--- src/rtl/unified_mem_pkg.sv ---
// rtl/unified_mem_pkg.sv - shared constants and port-to-bank mapping for unified_mem
package unified_mem_pkg;

   localparam int BYTE_W = 8;
   localparam int NBANKS = 3;
   localparam int NPORTS = 6;

   // Ports p and p+NBANKS share a bank; the lower one is side A, the upper side B.
   function automatic int port_to_bank(input int p);
      return p % NBANKS;
   endfunction

   function automatic int port_to_side(input int p);
      return p / NBANKS;
   endfunction

endpackage

--- src/rtl/unified_mem_bank.sv ---
// rtl/unified_mem_bank.sv - one RAMSIZE x 8 dual-port bank, async clear, combinational reads
module unified_mem_bank
   import unified_mem_pkg::*;
#(
   parameter int WIDTH   = 16,
   parameter int RAMSIZE = 16
) (
   input  logic              clk,
   input  logic              rst_n,
   input  logic              we_a,
   input  logic [WIDTH-1:0]  addr_a,
   input  logic [BYTE_W-1:0] wd_a,
   output logic [BYTE_W-1:0] rd_a,
   input  logic              we_b,
   input  logic [WIDTH-1:0]  addr_b,
   input  logic [BYTE_W-1:0] wd_b,
   output logic [BYTE_W-1:0] rd_b
);

   localparam int             AW    = (RAMSIZE > 1) ? $clog2(RAMSIZE) : 1;
   localparam logic [WIDTH-1:0] DEPTH = WIDTH'(RAMSIZE);

   logic [BYTE_W-1:0] mem_q [RAMSIZE];
   logic [BYTE_W-1:0] mem_d [RAMSIZE];

   logic          hit_a;
   logic          hit_b;
   logic [AW-1:0] idx_a;
   logic [AW-1:0] idx_b;

   // Full-width unsigned compare, so rebased underflow addresses fall out of range.
   assign hit_a = (addr_a < DEPTH);
   assign hit_b = (addr_b < DEPTH);
   assign idx_a = addr_a[AW-1:0];
   assign idx_b = addr_b[AW-1:0];

   always_comb begin
      mem_d = mem_q;
      if (we_a && hit_a) begin
         mem_d[idx_a] = wd_a;
      end
      // Applied after A so that B wins a same-address collision.
      if (we_b && hit_b) begin
         mem_d[idx_b] = wd_b;
      end
   end

   always_ff @(posedge clk or negedge rst_n) begin
      if (!rst_n) begin
         for (int i = 0; i < RAMSIZE; i++) begin
            mem_q[i] <= '0;
         end
      end else begin
         mem_q <= mem_d;
      end
   end

   assign rd_a = hit_a ? mem_q[idx_a] : '0;
   assign rd_b = hit_b ? mem_q[idx_b] : '0;

endmodule

--- src/rtl/unified_mem.sv ---
// rtl/unified_mem.sv - three-bank six-port byte memory for fetch (ports 0..2) and data (ports 3..5)
module unified_mem
   import unified_mem_pkg::*;
#(
   parameter int WIDTH   = 16,
   parameter int RAMSIZE = 16
) (
   input  logic                     clk,
   input  logic                     rst_n,
   input  logic [NPORTS-1:0]        we,
   input  logic [WIDTH*NPORTS-1:0]  a,
   input  logic [WIDTH*NPORTS-1:0]  wd,
   output logic [BYTE_W*NPORTS-1:0] rd
);

   logic              bank_we   [NBANKS][2];
   logic [WIDTH-1:0]  bank_addr [NBANKS][2];
   logic [BYTE_W-1:0] bank_wd   [NBANKS][2];
   logic [BYTE_W-1:0] bank_rd   [NBANKS][2];

   // Only the low byte of each write-data field is stored.
   logic [NPORTS-1:0] unused_wd_hi;

   for (genvar p = 0; p < NPORTS; p++) begin : g_port
      localparam int B = port_to_bank(p);
      localparam int S = port_to_side(p);

      assign bank_we[B][S]   = we[p];
      assign bank_addr[B][S] = a[WIDTH*p +: WIDTH];
      assign bank_wd[B][S]   = wd[WIDTH*p +: BYTE_W];
      assign rd[BYTE_W*p +: BYTE_W] = bank_rd[B][S];
      assign unused_wd_hi[p] = ^wd[WIDTH*p+BYTE_W +: WIDTH-BYTE_W];
   end

   for (genvar k = 0; k < NBANKS; k++) begin : g_bank
      unified_mem_bank #(
         .WIDTH   (WIDTH),
         .RAMSIZE (RAMSIZE)
      ) u_bank (
         .clk    (clk),
         .rst_n  (rst_n),
         .we_a   (bank_we[k][0]),
         .addr_a (bank_addr[k][0]),
         .wd_a   (bank_wd[k][0]),
         .rd_a   (bank_rd[k][0]),
         .we_b   (bank_we[k][1]),
         .addr_b (bank_addr[k][1]),
         .wd_b   (bank_wd[k][1]),
         .rd_b   (bank_rd[k][1])
      );
   end

endmodule

--- config.mk ---
export PLATFORM = sky130hd
export DESIGN_NAME = unified_mem
export DESIGN_NICKNAME = d
export VERILOG_FILES = /design/src/rtl/unified_mem_pkg.sv /design/src/rtl/unified_mem_bank.sv /design/src/rtl/unified_mem.sv
export SDC_FILE = /design/constraint.sdc
export NUM_CORES = 1
export LEC_CHECK = 0
export ABC_CLOCK_PERIOD_IN_PS = 2400
export BUFFER_PORTS_ARGS = -buffer_cell sky130_fd_sc_hd__clkbuf_2
export CELL_PAD_IN_SITES_DETAIL_PLACEMENT = 1
export CELL_PAD_IN_SITES_GLOBAL_PLACEMENT = 2
export CORE_MARGIN = 10
export CORE_UTILIZATION = 35
export CTS_CLUSTER_SIZE = 20
export DETAILED_ROUTE_END_ITERATION = 8
export GPL_TIMING_DRIVEN = 1
export PLACE_DENSITY = 0.73
export SETUP_SLACK_MARGIN = 0.1
export SLEW_MARGIN = 25
export SYNTH_ARGS = -nofsm -noshare
export SYNTH_HDL_FRONTEND = slang
export SYNTH_SLANG_ARGS = --single-unit
--- constraint.sdc ---
create_clock -name clk -period 2.4 [get_ports clk]
set_clock_uncertainty 0.15 [all_clocks]
set_input_delay 0.12 -clock clk [delete_from_list [all_inputs] [get_ports clk]]
set_output_delay 0.12 -clock clk [all_outputs]
set_load 0.03 [all_outputs]
-- Word level (Yosys, flattened, before mapping)
Index checks and enable logic that the tools add are counted.
- register bits: 384
- word-level logic and storage cells: 132
- output and inout bits: 48
- input bits: 200
- bitwise logic cells: 6
- order comparisons: 18
- multiplexer cells: 48
- reductions and logical operators: 12
- operators by type and width (kind ; number):
    128-bit bitwise mux ; 6
    128-bit 2-to-1 mux ; 6
    8-bit binary-select mux with 4-bit select ; 6
    8-bit demux with 4-bit select ; 6
    8-bit 2-to-1 mux ; 24
    16-bit by 5-bit < comparator with 1-bit output (second input constant) ; 6
    5-bit >= comparator (second input constant) ; 6
    5-bit by 1-bit < comparator with 1-bit output (second input constant) ; 6
    4-bit NOT with 5-bit output ; 6
    1-bit logical AND ; 12

-- Longest topological paths before layout
Gate-level depths: netlist of run 1.
- depth after elaboration: 9
- mapped depth: 7
- gate-level depth less buffers: 4

-- Modules after synthesis
From an unflattened synthesis of run 1, not the netlist that was laid out.
- cells, all modules: 2499
- area total of the unflattened synthesis: 26869.5 um^2
- modules (own cells, without submodules) (module ; area each (um^2) ; seq. area each (um^2) ; cells an instance ; times used):
    unified_mem_bank (g_bank[0].u_bank) ; 8994.9 ; 3203.1 ; 816 ; 1
    unified_mem_bank (g_bank[1].u_bank) ; 8968.6 ; 3203.1 ; 840 ; 1
    unified_mem_bank (g_bank[2].u_bank) ; 8906.0 ; 3203.1 ; 843 ; 1

-- Least setup slack after synthesis of run 1
Ideal clock, no wire load.
- path type: input -> output
- from: input a[9]
- to: output rd[0]
- setup slack: 196 ps
- arrival: 1934 ps
- data required time: 2130 ps
- stages: 4
- path through: nor4_1 -> nand3_1 -> clkbuf_1 -> a21oi_1
- word-level cells in the longest chain between the ends: 2
- RTL lines (item ; line ; RTL):
    start, declared ; unified_mem.sv:11 ; input logic [WIDTH*NPORTS-1:0] a,
    16-bit by 5-bit < comparator with 1-bit output ; unified_mem_bank.sv:32 ; assign hit_a = (addr_a < DEPTH);
    8-bit 2-to-1 mux ; unified_mem_bank.sv:58 ; assign rd_a = hit_a ? mem_q[idx_a] : '0;
    end, declared ; unified_mem.sv:13 ; output logic [BYTE_W*NPORTS-1:0] rd
No other way between the ends.

-- Final worst setup path of run 1
- from: register g_bank[2].u_bank.mem_q[4] (netlist bit)
- to: output rd[44]
- word-level cells in the longest chain between the ends: 4
- RTL lines (item ; line ; RTL):
    start, declared ; unified_mem_bank.sv:23 ; logic [BYTE_W-1:0] mem_q [RAMSIZE];
    start signal, assigned ; unified_mem_bank.sv:54 ; mem_q <= mem_d;
    8-bit binary-select mux with 4-bit select ; unified_mem_bank.sv:59 ; assign rd_b = hit_b ? mem_q[idx_b] : '0;
    8-bit 2-to-1 mux (not written as such) (2 in a row) ; unified_mem_bank.sv:59 ;
    8-bit 2-to-1 mux ; unified_mem_bank.sv:59 ;
No other way between the ends. The select of a mux whose other input is x is not followed.

==> results.ini, run 1 <==
[yosys]
yosysTopAreaCellShare = 0.362
synth_top_area_cell = dfrtp_1
ys_ff_latch = 384
synth-edff-count = 0
postSynth.asyncResetShare = 1.00
synthCells = 2598
synth_cell_types = 40
avgSynthCellArea_um2 = 10.2
ys_warn_count = 0
seq_area_frac_synth = 0.362
syn_area_um2 = 26500
synthesis.nets = 2798
synthTopCellsByArea = dfrtp_1, mux4_2, a2bb2oi_1
synth_top_flop_cell = dfrtp_1

[timing]
rsz0062_at_grt = true
setup_tns_ns = -0.174
min_period_over_period = 1.05
slew_headroom = 0.457
worst_pin_slew_ns = 0.812
worst_slack_ns = -0.108
period_needed_ns = 2.51
hold_viol = 0
max_freq_mhz = 399
setup_viol = 6
finalMaxSlewViolations = 0

[detailed_routing]
wl_per_cell_um = 31.8
drtIter0Drc = 2570
routed_wl_mm = 119
drc_errors = 0
vias = 26400
vias_per_cell = 7.04
dr.pass1.iters = 6
ant_nets = 0

[cells_and_area]
largest_reg_flops = 384
reg.largest.list = g_bank.u_bank.mem_q: 384 flops
top_register = g_bank.u_bank.mem_q
nNetsFinal = 2940
drive_above_1_share = 0.301
area_growth_pct = 22.3
utilization = 0.433

[setup_path]
r2r_cells = 3
cpPeakStageDelay_ns = 0.49
worstPathCellList = mux4_2 -> a22oi_2 -> a21oi_2 -> buf_4 -> buf_8
critPathLaunchType = flop
r2r_start = g_bank[2].u_bank.mem_q[101]
slowest_stage = mux4_2
crit_arrival_ns = 2.24
worst-endpoint-required_ns = 2.13
cp-startpoint = g_bank[2].u_bank.mem_q[4]
r2r-end = g_bank[2].u_bank.mem_q[101]
r2r_slack_ns = 0.93
critical_path_class = flop to output port
cp_max_fo = 3
endpoint_kind = output port

[placement]
hpwl_mm = 83.0
portBuffers = 199
gp_congestion = 0.955

[clock_network]
cts_buffer_depth = 3
cts_tree = built
clock-root-buffer = clkbuf_16
clock_latency_ns = 0.58
clock-sinks = 384
path_clk_slew_ns = 0.06
htreeDepth = 2
numCtsBuffers = 48

[run_status]
status = finished, violations left
failed_checks = negative setup slack

[run]
maxCapViolCount = 0

[global_route]
track_usage = 0.265
antenna_found_initial = 2
grt_pass1_vias = 27900
grt_overflow = 0
grt_max_degree = 65
grt_pass1_wl_mm = 179

[floorplanning]
ios = 248
dieArea_um2 = 87200
die_y_um = 295
die_x_um = 295
rows = 100
core_um2 = 74800
start_util = 0.355

[power]
power_density_nw_per_um2 = 488
p_leak_nw = 12.5
ir_drop_v = 0.000435

[worst_hold_path]
min_to = g_bank[0].u_bank.mem_q[67]
holdPathStages = 2
hp-class = input port to flop
min-delay-start = wd[51]

-- synth_stat cells, types with 23 or more instances --
master / instances
buf_1: 41
buf_2: 33
a21oi_1: 48
a31oi_1: 64
nand3_1: 33
clkbuf_1: 302
a2bb2oi_1: 316
nor2b_1: 23
mux4_2: 192
o21ai_0: 377
nand2_1: 113
and3_1: 69
a22oi_1: 206
a32oi_1: 200
dfrtp_1: 384
nor3_1: 65
-- where the power goes --
part           internal (W)  switching [W]  total, W
Sequential          0.00648     0.00000609   0.00649
Combinational      0.000615        0.00114   0.00175
Clock               0.00443        0.00314   0.00757
Total                0.0115        0.00428    0.0158
-- how the worst max path moves through the flow --
| stage | slack, ns | cells past startpoint | end |
|---|---|---|---|
| CTS | -0.09 | 5 | rd[44] |
| global route | -0.14 | 5 | rd[44] |
| finish | -0.11 | 5 | rd[44] |
| floorplan | 0.20 | 4 | rd[0] |
| detailed placement | 0.01 | 7 | g_bank[1].u_bank.mem_q[71] |
| global placement | 0.03 | 7 | g_bank[2].u_bank.mem_q[46] |
-- metal layers --
metal | share of wire | GRT usage
met1 | 0.41 | 0.348
met4 | 0.035 | 0.0952
met3 | 0.068 | 0.0345
met5 | 0 | 0
met2 | 0.49 | 0.442
-- cell type report --
class,count,area (um^2)
Inverter,2,7.51
Antenna cell,2,5.00
Clock buffer,66,1340
Timing Repair Buffer,470,3970
Multi-Input combinational cell,1834,16000
Tap cell,969,1210
Fill cell,8053,42400
Clock inverter,20,250
Sequential cell,384,9610
-- repair_timing --
action / 4_1_cts / 5_1_grt
buffers inserted: 3 / 5
gates resized for setup: 181 / 40
endpoints found under the setup margin: 48 / 51
hold buffers: 50 / 0
pin swaps: 66 / 21
endpoints found under the hold margin: 656 / 0
-- logic make-up after synthesis --
group,synth area share
AOI/OAI and AO/OA,0.330
buffers and inverters,0.0559
muxes,0.163
DFF,0.362
and+or+nand+nor,0.0889
-- placed cells by master (no fill, tap or decap), types with 33 or more instances in the layout --
master and count:
and3_1 69, clkbuf_2 150, clkbuf_16 48, nand3_1 33, mux4_2 192, a22oi_1 130, a22oi_2 76, clkbuf_8 35
buf_4 191, buf_12 36, a2bb2oi_1 316, o21ai_0 377, a32oi_1 200, nor3_1 64, a31oi_1 64, dlygate4sd3_1 50
a21oi_2 37, nand2_1 113, dfrtp_1 384
-- worst max-delay path, delay by kind of cell, from the launching register on --
kind	cells	cell delay [ns]
DFF	1	0.40
muxes	1	0.49
AOI/OAI and AO/OA	2	0.43
buffers and inverters	2	0.30
-- metrics by stage --
| stage | instances | power (W) | cell area, um^2 | hold slack, ns | setup WS [ns] |
|---|---|---|---|---|---|
| finish | 3747 | 0.0158 | 32400 | 0.0398 | -0.108 |
| global route | 3746 | 0.0162 | 32400 | 0.0472 | -0.142 |
| CTS | 3740 | 0.0159 | 32300 | 0.00438 | -0.0889 |
| detailed placement | 3601 | 0.00825 | 29400 | -0.00130 | 0.0134 |
| global placement | 3601 | 0.00821 | 29400 | -0.00334 | 0.0338 |
| floorplan | 2598 | 0.00742 | 26500 | -0.326 | 0.196 |
Power figures use the tool's default switching activity.
==> run 2: changes to the inputs <==
--- a/config.mk
+++ b/config.mk
@@ -9,11 +9,12 @@
 export BUFFER_PORTS_ARGS = -buffer_cell sky130_fd_sc_hd__clkbuf_2
 export CELL_PAD_IN_SITES_DETAIL_PLACEMENT = 1
 export CELL_PAD_IN_SITES_GLOBAL_PLACEMENT = 2
-export CORE_MARGIN = 10
+export CORE_MARGIN = 1
 export CORE_UTILIZATION = 35
 export CTS_CLUSTER_SIZE = 20
 export DETAILED_ROUTE_END_ITERATION = 8
 export GPL_TIMING_DRIVEN = 1
+export MAX_ROUTING_LAYER = met4
 export PLACE_DENSITY = 0.73
 export SETUP_SLACK_MARGIN = 0.1
 export SLEW_MARGIN = 25
==> run 2 against run 1 <==
Against the previous run:
- the run still ends with negative setup slack left
- routed wire length down 0.57%
- via count grew 0.35%
- register-to-register slack hardly changed
- combinational power hardly changed
- worst hold slack worse by 0.022 ns
- first-iteration DRC count up 0.31%
- worst setup slack improved by 0.057 ns
- core utilization down 0.18 points
- die area fell by 12%
- critical path type unchanged
==> results.ini, run 2 (same netlist as run 1, synthesis figures left out) <==
[run_status]
status = finished, violations left
failed_checks = negative setup slack

[cells_and_area]
area_growth_pct = 21.6
regArea_um2 = 9610  ; about the same
layout_common_cells = dfrtp_1, o21ai_0, a2bb2oi_1, a32oi_1, mux4_2
fillers = 8034  ; -0.24%
nNetsFinal = 2907  ; -1.1%
antenna_cells = 0  ; -2
multi_input_area_um2 = 16100  ; +0.46%
reg.largest.list = g_bank.u_bank.mem_q: 384 flops
drive_above_1_share = 0.301  ; -0.000313
top_register = g_bank.u_bank.mem_q
largest_reg_flops = 384  ; unchanged
final_common_cell = dfrtp_1
utilization = 0.432  ; -0.00179

[global_route]
grt_busiest_layer = met2
grt_overflow = 0  ; unchanged
antenna_found_initial = 0  ; -2
use_met2 = 0.485  ; +0.0423
globalRouteMet1Util = 0.423  ; +0.0745
grt_pass1_vias = 27500  ; -1.4%
track_usage = 0.313  ; +0.0482
grt_max_degree = 66  ; +1.5%
grt_use_met3 = 0.0419  ; +0.00736
grt_pass1_wl_mm = 180  ; +0.38%

[clock_network]
cts_tree = built
cts_buffer_depth = 3  ; unchanged
clock-sinks = 384  ; unchanged
clock_latency_ns = 0.60  ; +0.02 ns
htreeDepth = 2  ; unchanged
numCtsBuffers = 49  ; +2.1%
clock-root-buffer = clkbuf_16
path_clk_slew_ns = 0.06  ; about the same

[floorplanning]
die_x_um = 277  ; -6.1%
rows = 100  ; unchanged
ios = 248  ; unchanged
core_um2 = 74700  ; -0.17%
dieArea_um2 = 76900  ; -12%
start_util = 0.355  ; +0.000594
die_y_um = 277  ; -6.1%

[detailed_routing]
vias_per_cell = 7.14  ; +1.4%
drtIter0Drc = 2578  ; +0.31%
vias = 26500  ; +0.35%
ant_nets = 0  ; unchanged
routed_wl_mm = 119  ; -0.57%
dr.pass1.iters = 7  ; +1
drc_errors = 0  ; unchanged
wl_per_cell_um = 32.0  ; +0.48%

[setup_path]
worst-endpoint-required_ns = 2.13  ; about the same
crit_end = rd[2]
crit_arrival_ns = 2.18  ; -0.06 ns
r2r_cells = 3  ; unchanged
endpoint_kind = output port
critical_path_class = flop to output port
r2r_start = g_bank[2].u_bank.mem_q[102]
cpPeakStageDelay_ns = 0.52  ; +0.03 ns
worstPathCellList = mux4_2 -> a22oi_2 -> a21oi_2 -> clkbuf_8
r2r-end = g_bank[2].u_bank.mem_q[102]
cp-startpoint = g_bank[0].u_bank.mem_q[74]
cp_max_fo = 3  ; unchanged
slowest_stage = mux4_2
critPathLaunchType = flop
r2r_slack_ns = 0.94  ; about the same

[worst_hold_path]
hp-class = input port to flop

[timing]
period_needed_ns = 2.45  ; -0.0573 ns
min_period_over_period = 1.02  ; -0.0239
hold_viol = 0  ; unchanged
rsz0062_at_grt = true
finalMaxSlewViolations = 0  ; unchanged
setup_viol = 6  ; unchanged
slew_headroom = 0.453  ; -0.00363
worst_pin_slew_ns = 0.819  ; +0.00647 ns
worst_slack_ns = -0.0510  ; +0.0573 ns
max_freq_mhz = 408  ; +2.3%

[power]
power_density_nw_per_um2 = 491  ; +0.64%
finalPower_w = 0.0158  ; about the same
p_leak_nw = 12.4  ; -1.0%
ir_drop_v = 0.000445  ; +2.5%

[placement]
gp_congestion = 0.958  ; +0.32%
hpwl_mm = 79.3  ; -4.4%
portBuffers = 199  ; unchanged

[run]
maxCapViolCount = 0  ; unchanged

[run 2: changes by cell type in the layout (fill, tap and decap cells not counted), moves of 5 or more]
cell | previous run | this run
a21oi_1 | 10 | 1
a21oi_2 | 37 | 47
a22oi_1 | 130 | 125
a22oi_2 | 76 | 81
buf_4 | 191 | 156
buf_8 | 6 | 1
clkbuf_8 | 35 | 51
[run 2: worst max-delay path, delay by kind of cell, from the launching register on]
family | cells | cell delay [ns]
muxes | 1 | 0.52
AOI/OAI and AO/OA | 2 | 0.45
DFF | 1 | 0.41
buffers and inverters | 1 | 0.19
[run 2: timing repair]
action	in CTS	in global routing
hold buffers	49	0
endpoints found under the hold margin	613	0
pin swaps	81	9
setup endpoints to repair	48	54
setup buffers	5	1
gates resized for setup	212	22
cloned	0	0
[run 2: worst min path at each step]
stage	from	endpoint	slack [ns]	cells after the start
4_1_cts	wd[50]	g_bank[0].u_bank.mem_q[122]	0.0009	2
3_5_place_dp	rst_n	g_bank[0].u_bank.mem_q[38]	0.004	1
3_3_place_gp	rst_n	g_bank[0].u_bank.mem_q[37]	-0.008	1
2_1_floorplan	rst_n	g_bank[0].u_bank.mem_q[0]	-0.33	0
5_1_grt	wd[68]	g_bank[1].u_bank.mem_q[100]	0.03	2
6_report	wd[68]	g_bank[1].u_bank.mem_q[92]	0.02	2
[run 2: power by group]
group | total (W) | switching (W) | leakage, nW | internal, W
logic | 0.00176 | 0.00116 | 6.26 | 0.000599
registers | 0.00649 | 0.00000603 | 5.37 | 0.00648
clock network | 0.00757 | 0.00320 | 0.788 | 0.00437
total | 0.0158 | 0.00437 | 12.4 | 0.0115
[run 2: layout make-up]
type,instances,area share
clock buffers,63,0.0418
clock inverters,20,0.00702
inverters,2,0.000233
multi-input cells,1834,0.500
flip-flops and latches,384,0.298
well taps,969,0.0376
repair buffers,436,0.116
[run 2: metal layers]
metal  part of all wire  routed length [um]  up-vias
li1                   -                   -    10900
met1               0.42               50000    14000
met2               0.47               56000     1404
met3              0.076                8990      243
met4              0.030                3610        0
met5                  0                   0        -
[run 2: stage by stage]
stage	std cells	hold WS (ns)	cell area [um^2]	setup TNS [ns]	setup slack, ns
after CTS	3707	0.000893	32200	-0.0708	-0.0447
after global routing	3708	0.0277	32200	-0.437	-0.0636
after floorplan	2598	-0.326	26500	0	0.196
after global placement	3570	-0.00770	29100	0	0.0317
final	3708	0.0175	32200	-0.131	-0.0510
after detailed placement	3570	0.00357	29100	-0.0316	-0.00935
